$ cat config.mk
export PLATFORM = sky130hd
export DESIGN_NAME = exibe_sequencia_flat
export DESIGN_NICKNAME = d
export VERILOG_FILES = /design/src/rtl/exibe_sequencia_pkg.sv /design/src/rtl/exibe_sequencia_if.sv /design/src/rtl/exibe_sequencia_contador_tempo.sv /design/src/rtl/exibe_sequencia.sv /design/src/flat_wrapper.sv
export SDC_FILE = /design/constraint.sdc
export NUM_CORES = 1
export LEC_CHECK = 0
export BUFFER_PORTS_ARGS = -buffer_cell sky130_fd_sc_hd__buf_2
export CAP_MARGIN = 10
export CORE_AREA = 2 2 67 69
export CTS_CLUSTER_SIZE = 14
export DETAILED_ROUTE_END_ITERATION = 7
export DIE_AREA = 0 0 69 71
export GPL_TIMING_DRIVEN = 0
export PLACE_DENSITY_LB_ADDON = 0.05
export SYNTH_ARGS = -nofsm -noshare
export SYNTH_HDL_FRONTEND = slang
export SYNTH_HIERARCHICAL = 1
export SYNTH_SLANG_ARGS = --single-unit
$ cat constraint.sdc
create_clock -name clock -period 4.1 [get_ports clock]
set_clock_uncertainty 0.15 [all_clocks]
set_input_delay 0.205 -clock clock [delete_from_list [all_inputs] [get_ports clock]]
set_output_delay 0.205 -clock clock [all_outputs]
set_load 0.01 [all_outputs]
$ cat src/rtl/exibe_sequencia_pkg.sv
`default_nettype none
// ============================================================================
// Module      : exibe_sequencia_pkg
// Description : State codes shared by the presenter and its debug decoding.
// Revision    : 1.0 - initial release
// ============================================================================
package exibe_sequencia_pkg;

    typedef enum logic [3:0] {
        ST_INICIAL = 4'd0,
        ST_PREPARA = 4'd1,
        ST_BUSCA   = 4'd2,
        ST_CARREGA = 4'd3,
        ST_ACENDE  = 4'd4,
        ST_APAGA   = 4'd5,
        ST_PROXIMO = 4'd6,
        ST_FIM     = 4'd15
    } estado_t;

endpackage
`default_nettype wire

$ cat src/rtl/exibe_sequencia_if.sv
`default_nettype none
// ============================================================================
// Module      : exibe_sequencia_if
// Description : Control, ROM and display signals between the presenter and
//               the top-level controller.
// Revision    : 1.0 - initial release
// ============================================================================
interface exibe_sequencia_if;

    logic       iniciar;
    logic [3:0] limite;
    logic [3:0] dado_memoria;
    logic [3:0] endereco;
    logic [3:0] leds;
    logic       ocupado;
    logic       pronto;
    logic [3:0] db_estado;

    modport master (
        output iniciar, limite, dado_memoria,
        input  endereco, leds, ocupado, pronto, db_estado
    );

    modport slave (
        input  iniciar, limite, dado_memoria,
        output endereco, leds, ocupado, pronto, db_estado
    );

endinterface
`default_nettype wire

$ cat src/rtl/exibe_sequencia_contador_tempo.sv
`default_nettype none
// ============================================================================
// Module      : exibe_sequencia_contador_tempo
// Description : Clear/enable up-counter with a terminal-value compare pulse.
// Revision    : 1.0 - initial release
// ============================================================================
module exibe_sequencia_contador_tempo #(
    parameter int W_T = 10
) (
    input  wire logic           clock,
    input  wire logic           reset,
    input  wire logic           i_limpa,
    input  wire logic           i_habilita,
    input  wire logic [W_T-1:0] i_valor_final,
    output logic                o_fim
);

    logic [W_T-1:0] r_contagem;

    always_ff @(posedge clock or posedge reset) begin
        if (reset) begin
            r_contagem <= '0;
        end else if (i_limpa) begin
            r_contagem <= '0;
        end else if (i_habilita) begin
            r_contagem <= r_contagem + 1'b1;
        end
    end

    assign o_fim = i_habilita && (r_contagem == i_valor_final);

endmodule
`default_nettype wire

$ cat src/rtl/exibe_sequencia.sv
`default_nettype none
// ============================================================================
// Module      : exibe_sequencia
// Description : Plays ROM items 0..limite on the leds, each lit for T_ON
//               cycles and followed by T_OFF dark cycles, then pulses pronto.
// Revision    : 1.0 - initial release
// ============================================================================
module exibe_sequencia
    import exibe_sequencia_pkg::*;
#(
    parameter int T_ON  = 1000,
    parameter int T_OFF = 500,
    parameter int W_T   = 10
) (
    input wire logic          clock,
    input wire logic          reset,
    exibe_sequencia_if.slave  bus
);

    estado_t        r_estado;
    logic [3:0]     r_endereco;
    logic [3:0]     r_leds;
    logic           r_ocupado;
    logic           r_pronto;

    logic           w_fim;
    logic           w_limpa;
    logic           w_habilita;
    logic [W_T-1:0] w_valor_final;

    // Timer restarts on entry to ACENDE and again on every terminal pulse.
    assign w_habilita    = (r_estado == ST_ACENDE) || (r_estado == ST_APAGA);
    assign w_limpa       = (r_estado == ST_CARREGA) || w_fim;
    assign w_valor_final = (r_estado == ST_ACENDE) ? W_T'(T_ON - 1) : W_T'(T_OFF - 1);

    exibe_sequencia_contador_tempo #(
        .W_T (W_T)
    ) u_contador_tempo (
        .clock         (clock),
        .reset         (reset),
        .i_limpa       (w_limpa),
        .i_habilita    (w_habilita),
        .i_valor_final (w_valor_final),
        .o_fim         (w_fim)
    );

    always_ff @(posedge clock or posedge reset) begin
        if (reset) begin
            r_estado   <= ST_INICIAL;
            r_endereco <= 4'd0;
            r_leds     <= 4'd0;
            r_ocupado  <= 1'b0;
            r_pronto   <= 1'b0;
        end else begin
            r_pronto <= 1'b0;
            case (r_estado)
                ST_INICIAL: begin
                    if (bus.iniciar) begin
                        r_estado   <= ST_PREPARA;
                        r_endereco <= 4'd0;
                        r_ocupado  <= 1'b1;
                    end
                end
                ST_PREPARA: r_estado <= ST_BUSCA;
                ST_BUSCA:   r_estado <= ST_CARREGA;
                ST_CARREGA: begin
                    r_leds   <= bus.dado_memoria;
                    r_estado <= ST_ACENDE;
                end
                ST_ACENDE: begin
                    if (w_fim) begin
                        r_leds   <= 4'd0;
                        r_estado <= ST_APAGA;
                    end
                end
                ST_APAGA: begin
                    if (w_fim) begin
                        r_estado <= ST_PROXIMO;
                    end
                end
                ST_PROXIMO: begin
                    // Last address is held so endereco never wraps to 0.
                    if (r_endereco == bus.limite) begin
                        r_estado <= ST_FIM;
                        r_pronto <= 1'b1;
                    end else begin
                        r_endereco <= r_endereco + 4'd1;
                        r_estado   <= ST_BUSCA;
                    end
                end
                ST_FIM: begin
                    r_estado  <= ST_INICIAL;
                    r_ocupado <= 1'b0;
                end
                default: begin
                    r_estado  <= ST_INICIAL;
                    r_leds    <= 4'd0;
                    r_ocupado <= 1'b0;
                end
            endcase
        end
    end

    assign bus.endereco  = r_endereco;
    assign bus.leds      = r_leds;
    assign bus.ocupado   = r_ocupado;
    assign bus.pronto    = r_pronto;
    assign bus.db_estado = r_estado;

endmodule
`default_nettype wire
$ cat src/flat_wrapper.sv
// flat-port wrapper written by rule: the top's interface ports become plain ports
module exibe_sequencia_flat import exibe_sequencia_pkg::*;
#(
    parameter int T_ON  = 1000,
    parameter int T_OFF = 500,
    parameter int W_T   = 10
)
  (clock, reset, bus_iniciar, bus_limite, bus_dado_memoria, bus_endereco, bus_leds, bus_ocupado, bus_pronto, bus_db_estado);
  exibe_sequencia_if bus_i ();
  input wire logic clock;
  input wire logic reset;
  input wire logic [$bits(bus_i.iniciar)-1:0] bus_iniciar;
  input wire logic [$bits(bus_i.limite)-1:0] bus_limite;
  input wire logic [$bits(bus_i.dado_memoria)-1:0] bus_dado_memoria;
  output wire logic [$bits(bus_i.endereco)-1:0] bus_endereco;
  output wire logic [$bits(bus_i.leds)-1:0] bus_leds;
  output wire logic [$bits(bus_i.ocupado)-1:0] bus_ocupado;
  output wire logic [$bits(bus_i.pronto)-1:0] bus_pronto;
  output wire logic [$bits(bus_i.db_estado)-1:0] bus_db_estado;
  assign bus_i.iniciar = bus_iniciar;
  assign bus_i.limite = bus_limite;
  assign bus_i.dado_memoria = bus_dado_memoria;
  assign bus_endereco = bus_i.endereco;
  assign bus_leds = bus_i.leds;
  assign bus_ocupado = bus_i.ocupado;
  assign bus_pronto = bus_i.pronto;
  assign bus_db_estado = bus_i.db_estado;
  exibe_sequencia #(.T_ON(T_ON), .T_OFF(T_OFF), .W_T(W_T)) u_core (.clock(clock), .reset(reset), .bus(bus_i));
endmodule
Word-level counts from Yosys, hierarchy flattened. Cells that the tools add are included.

Bits in latches: 0. Logic and storage cells: 52. Input port bits: 11. Bits in registers: 24. Output and inout port bits: 14. Memory bits (writable): 0. Bits in read-only memories: 0. Memories: 0.

Multipliers: 0. Equality and inequality tests: 13. Shift-type cells: 0. Reductions and logical operators: 12. $add $sub $neg: 2. $lt $le $gt $ge: 0. Bitwise logic cells: 2. Div/mod/pow operators: 0. Muxes and demuxes: 17.

Operator list (count): 2-to-1 mux 10 bit (3); 2-to-1 mux 4 bit (7); one-hot mux 4 bit (7 select lines) (1); equality test 4 x 3 -> 1 bit (second input constant) (3); one-hot mux 4 bit (3 select lines) (1); OR reduction 6 bit (2); adder 10 x 1 -> 10 bit (second input constant) (1); equality test 10 bit (1); equality test 4 x 2 -> 1 bit (second input constant) (2); one-hot mux 4 bit (2 select lines) (1); AND reduction 3 bit (2); adder 4 x 1 -> 4 bit (second input constant) (1); equality test 4 x 1 -> 1 bit (second input constant) (1); equality test 4 bit (1); equality test 4 bit (second input constant) (1); logical NOT 4 bit (1); inequality test 2 x 1 -> 1 bit (second input constant) (2); inequality test 2 bit (second input constant) (2); AND reduction 2 bit (2); nonzero test 2 bit (2); 2-to-1 mux 1 bit (3); logical OR 1 bit (2); inverter 1 bit (2); one-hot mux 1 bit (2 select lines) (1); logical AND 1 bit (1).

Longest topological paths before layout.
Depth in word-level cells: 6. Gate-level depth with buffers: 11. Gate-level depth less buffers: 10.

Modules after synthesis. Netlist, hierarchy kept.

By module, submodules not included: exibe_sequencia (cells each 83, sequential area each 350.3 um^2, area each 779.5 um^2, times used 1); exibe_sequencia_contador_tempo (cells each 65, sequential area each 250.2 um^2, area each 618.1 um^2, times used 1).

Worst setup path before layout. OpenSTA, ideal clock, no wires.

Kind: reg-to-reg. From: register u_core.r_estado[2] (netlist: u_core/bus.db_estado[2]). To: register u_core.u_contador_tempo.r_contagem[8]. Data arrival time: 2.472 ns. Path buffers: 1. Slack: 1.400 ns. Data required time: 3.872 ns. Library setup time: 0.078 ns. Cell stages (with the launch flop): 12. Path through: dfrtp_1 buf_2 nor2b_1 nand2_1 inv_1 xnor2_1 nand4_1 nor3_1 or2_2 o21ai_0 or4_1 a21oi_1.

Cells in the longest elaborated chain, start to end: 6. Elaborated cells between the ends (all ways): 10. Those cells by class: 4 x eq/ne; 2 x mux; 4 x reduce/logical.

RTL lines: start, declared (RTL line exibe_sequencia.sv:20) `estado_t r_estado;`; start signal, assigned (RTL line exibe_sequencia.sv:49) `r_estado <= ST_INICIAL;`; start signal, assigned (RTL line exibe_sequencia.sv:59) `r_estado <= ST_PREPARA;`; start signal, assigned (RTL line exibe_sequencia.sv:64) `ST_PREPARA: r_estado <= ST_BUSCA;`; equality test 4 x 3 -> 1 bit * (RTL line exibe_sequencia.sv:34) `assign w_valor_final = (r_estado == ST_ACENDE) ? W_T'(T_ON - 1) : W_T'(T_OFF - 1);`; 2-to-1 mux 10 bit * (RTL line exibe_sequencia.sv:34); named net u_core.w_valor_final[4] (RTL line exibe_sequencia.sv:29) `logic [W_T-1:0] w_valor_final;`; equality test 10 bit * (RTL line exibe_sequencia_contador_tempo.sv:30) `assign o_fim = i_habilita && (r_contagem == i_valor_final);`; logical AND 1 bit * (RTL line exibe_sequencia_contador_tempo.sv:30); named net u_core.w_fim (RTL line exibe_sequencia.sv:26) `logic w_fim;`; logical OR 1 bit * (RTL line exibe_sequencia.sv:33) `assign w_limpa = (r_estado == ST_CARREGA) || w_fim;`; named net u_core.w_limpa (RTL line exibe_sequencia.sv:27) `logic w_limpa;`; 2-to-1 mux 10 bit / nonzero test 2 bit (equally long branches); end signal, assigned (RTL line exibe_sequencia_contador_tempo.sv:26) `r_contagem <= r_contagem + 1'b1;`; end, declared (RTL line exibe_sequencia_contador_tempo.sv:18) `logic [W_T-1:0] r_contagem;`.

Mark *: on every way through the listed nets, which the timed path passes. The rest lies on a longest branch. A chain may end at the register's enable or synchronous reset.

Worst setup path after layout. Ends and elaborated chain as after synthesis.

==> results.py <==
metrics = {
    "synthesis": {
        "yosys.area.top_type_share_pct": 43.0,
        "ys_seq_elements": 24,
        "synth.area.top_cells": "dfrtp_1 (43%), xnor2_1 (6.9%), xor2_1 (5.0%)",
        "synth.distinct_cells": 42,
        "syn_inst": 148,
        "yosysWarnings": 6,
        "syn_area_um2": 1400,
        "yosysSeqAreaShare_pct": 43.0,
        "yosysTopAreaCell": "dfrtp_1",
        "syn_avg_cell_area_um2": 9.44,
    },
    "floorplanning": {
        "core_area_um2": 4200,
        "start_util_pct": 33.2,
        "rows": 24,
        "die_x_um": 69,
        "io_pins": 25,
        "die_h_um": 71,
        "fp.dieArea_um2": 4900,
    },
    "clock_network": {
        "clockRootBuffer": "clkbuf_8",
        "clock_path_buffers": 2,
        "htreeDepth": 1,
        "clk_latency_ns": 0.27,
        "cts.sinks": 24,
        "clk_pin_slew_worst_paths_ns": 0.09,
        "cts_resized": 0,
        "cts_tree": "built",
        "cts_buffers": 3,
    },
    "global_routing": {
        "use_met3_pct": 2.14,
        "antenna_found_initial": 0,
        "grt-ovfl-total": 0,
        "first_global_vias": 1184,
        "top_usage_layer": "met2",
        "use_met2_pct": 20.9,
        "globalRouteMet1Util_pct": 20.0,
        "grt_pass1_wl_um": 5480,
        "gr-usage-all-layers_pct": 13.8,
        "grt_max_degree": 15,
    },
    "worst_hold_path": {
        "hold_start": "bus_dado_memoria[3]",
        "hp-class": "input port to register",
        "min_to": "u_core/bus.leds[3]$_DFFE_PP0P_",
        "holdPathStages": 2,
    },
    "timing": {
        "max_freq_mhz": 328,
        "rsz0062_at_grt": "false",
        "timing.setup.tns_ns": 0,
        "max_slew_margin_pct": 55.4,
        "fin_crit_sh_pct": 74.3,
        "hold_viol": 0,
        "setup_viol": 0,
        "finalCriticalPeriod_ns": 3.05,
        "worstMarginPinSlew_ns": 0.664,
        "drv_slew": 0,
    },
    "critical_path": {
        "startpoint_type": "register",
        "critPathRequiredTime_ns": 4.15,
        "reg2reg_depth": 11,
        "critPathArrivalTime_ns": 3.10,
        "worst_setup_path_end_kind": "register",
        "rrSetupSlack_ns": 1.05,
        "crit_type": "register to register",
        "reg2reg_from": "u_core/bus.db_estado[2]$_DFFE_PP0P_",
        "cp_max_fo": 10,
        "rr_endpoint": "u_core/u_contador_tempo/r_contagem[8]$_DFFE_PP0P_",
    },
    "pwr": {
        "comb_power_share_pct": 44.2,
        "p_seq_share_pct": 38.7,
        "vdd_drop_max_mv": 0.201,
        "leakage_nw": 0.801,
        "swShare_pct": 39.7,
        "p_switching_mw": 0.379,
        "power_frac_clock_pct": 17.1,
        "p_per_area_nw_per_um2": 562,
        "power.internal_mw": 0.574,
    },
    "routing": {
        "drtIter0Drc": 44,
        "avgRoutedWirePerCell_um": 13.2,
        "drt_wl_total_um": 3120,
        "remaining_drc_errors": 0,
        "drtAntennaViolNets": 0,
        "vias_per_cell": 4.94,
        "drtPass1Iterations": 3,
        "num_vias": 1170,
    },
    "finish": {
        "area_growth_pct": 21.4,
        "nNetsFinal": 199,
        "diodes": 0,
        "final_common_cell": "buf_2",
        "drive_above_1_share_pct": 22.7,
        "final_cell_mix": "buf_2 (29), dfrtp_1 (24), nor2_1 (11), xnor2_1 (11), nand2_1 (10)",
        "fin_area_um2": 1700,
    },
    "flow_run": {
        "drv_cap": 0,
    },
    "outcome": {
        "status": "finished clean",
    },
    "placement": {
        "dp_hpwl_um": 2330,
        "gp_congestion": 0.755,
        "place_area_um2": 1600,
        "port_buffers": 24,
    },
}
==> critical path, cell delays in order (launching register included) <==
cell	delay [ns]
dfrtp_1	0.35
buf_2	0.21
nor2b_1	0.29
nand2_1	0.14
inv_1	0.12
xnor2_1	0.12
nand4_1	0.10
nor3_1	0.41
or2_2	0.21
o21ai_0	0.21
or4_1	0.52
a21oi_1	0.15
==> state kept, by name, indices dropped and copies added, names as in the netlist <==
| name | cells |
|---|---|
| u_core/bus.pronto | 1 |
| u_core/bus.db_estado | 4 |
| u_core/bus.ocupado | 1 |
| u_core/u_contador_tempo/r_contagem | 10 |
| u_core/bus.endereco | 4 |
| u_core/bus.leds | 4 |
==> stage by stage <==
| step | hold slack (ns) | power (mW) | instances | utilization [%] | setup WS, ns |
|---|---|---|---|---|---|
| 2_1_floorplan | -0.105 | 0.668 | 153 | - | 1.40 |
| 3_3_place_gp | 0.0803 | 0.783 | 229 | 38.1 | 1.11 |
| 3_5_place_dp | 0.0814 | 0.793 | 229 | 38.1 | 1.06 |
| 4_1_cts | 0.00216 | 0.966 | 237 | 40.4 | 1.06 |
| 5_1_grt | 0.0150 | 1.04 | 237 | 40.4 | 0.784 |
| 6_report | 0.00899 | 0.953 | 237 | 40.4 | 1.05 |
==> area by class of cell <==
cell class                 count  area [um^2]
timing repair buffer          28          160
buffer                         8         37.5
fill                         438         2510
multi-input combinational    114          752
clock buffer                   4         55.1
inverter                       7         26.3
sequential                    24          601
tap                           52         65.1
==> Yosys cell counts <==
master / count
o21bai_1: 1
or3_2: 1
conb_1: 2
xor2_1: 8
dfrtp_1: 24
a21o_1: 1
nor4_2: 1
or3_1: 1
nand3b_1: 1
o221a_2: 1
inv_1: 7
and3_2: 1
nor3b_1: 1
clkbuf_1: 2
o41ai_1: 1
buf_2: 5
mux2i_1: 1
nor2_1: 11
nand2b_1: 4
nand3_1: 5
xnor2_1: 11
o21ai_0: 6
o211ai_1: 1
nand4_4: 1
o22ai_1: 1
and2_1: 1
a22o_1: 4
a21oi_1: 9
and4bb_2: 1
ha_1: 2
or4_1: 4
or2_2: 1
nor3_1: 3
nor2b_1: 1
nand2_1: 10
o21a_1: 1
o22a_2: 1
a221o_1: 1
a31o_1: 1
o31ai_1: 3
clkbuf_2: 1
nand4_1: 5
==> metal layers <==
| layer | vias up | routed length [um] |
|---|---|---|
| met5 | - | 0 |
| met4 | 0 | 34 |
| met3 | 4 | 87 |
| met2 | 16 | 1410 |
| met1 | 559 | 1590 |
| li1 | 591 | - |
==> logic make-up (layout without fill, tap and decap cells) <==
family	Yosys count	in the layout	synth area share, %
AND/OR/NAND/NOR	53	53	21.9
AO/OA/AOI/OAI	32	32	15.6
multiplexers	1	1	0.716
XOR/XNOR	19	19	11.9
other	2	7	0.537
buffers and inverters	15	47	4.57
flip-flops	24	24	43.0
adder cells (fa/ha/maj)	2	2	1.79
==> worst max path at each step <==
stage / cells after the start / endpoint / start
after floorplan: 11 / u_core/u_contador_tempo/r_contagem[8]$_DFFE_PP0P_ / u_core/bus.db_estado[2]$_DFFE_PP0P_
after global routing: 11 / u_core/u_contador_tempo/r_contagem[9]$_DFFE_PP0P_ / u_core/bus.db_estado[2]$_DFFE_PP0P_
after detailed placement: 11 / u_core/u_contador_tempo/r_contagem[8]$_DFFE_PP0P_ / u_core/bus.db_estado[2]$_DFFE_PP0P_
after CTS: 11 / u_core/u_contador_tempo/r_contagem[8]$_DFFE_PP0P_ / u_core/bus.db_estado[2]$_DFFE_PP0P_
after global placement: 11 / u_core/u_contador_tempo/r_contagem[9]$_DFFE_PP0P_ / u_core/bus.db_estado[2]$_DFFE_PP0P_
final: 11 / u_core/u_contador_tempo/r_contagem[8]$_DFFE_PP0P_ / u_core/bus.db_estado[2]$_DFFE_PP0P_
==> power by group through the flow <==
| stage | sequential, mW | clock [mW] | combinational [mW] |
|---|---|---|---|
| 2_1_floorplan | 0.382 | 0 | 0.285 |
| 3_3_place_gp | 0.370 | 0 | 0.413 |
| 3_5_place_dp | 0.373 | 0 | 0.420 |
| 4_1_cts | 0.370 | 0.172 | 0.424 |
| 5_1_grt | 0.382 | 0.181 | 0.475 |
| 6_report | 0.369 | 0.163 | 0.421 |
==> repair_timing <==
item                                    4_1_cts  5_1_grt
endpoints found under the hold margin        27        0
buffers inserted                              0        0
endpoints found under the setup margin        0        0
hold buffers                                  4        0
Power figures use the tool's default switching activity.
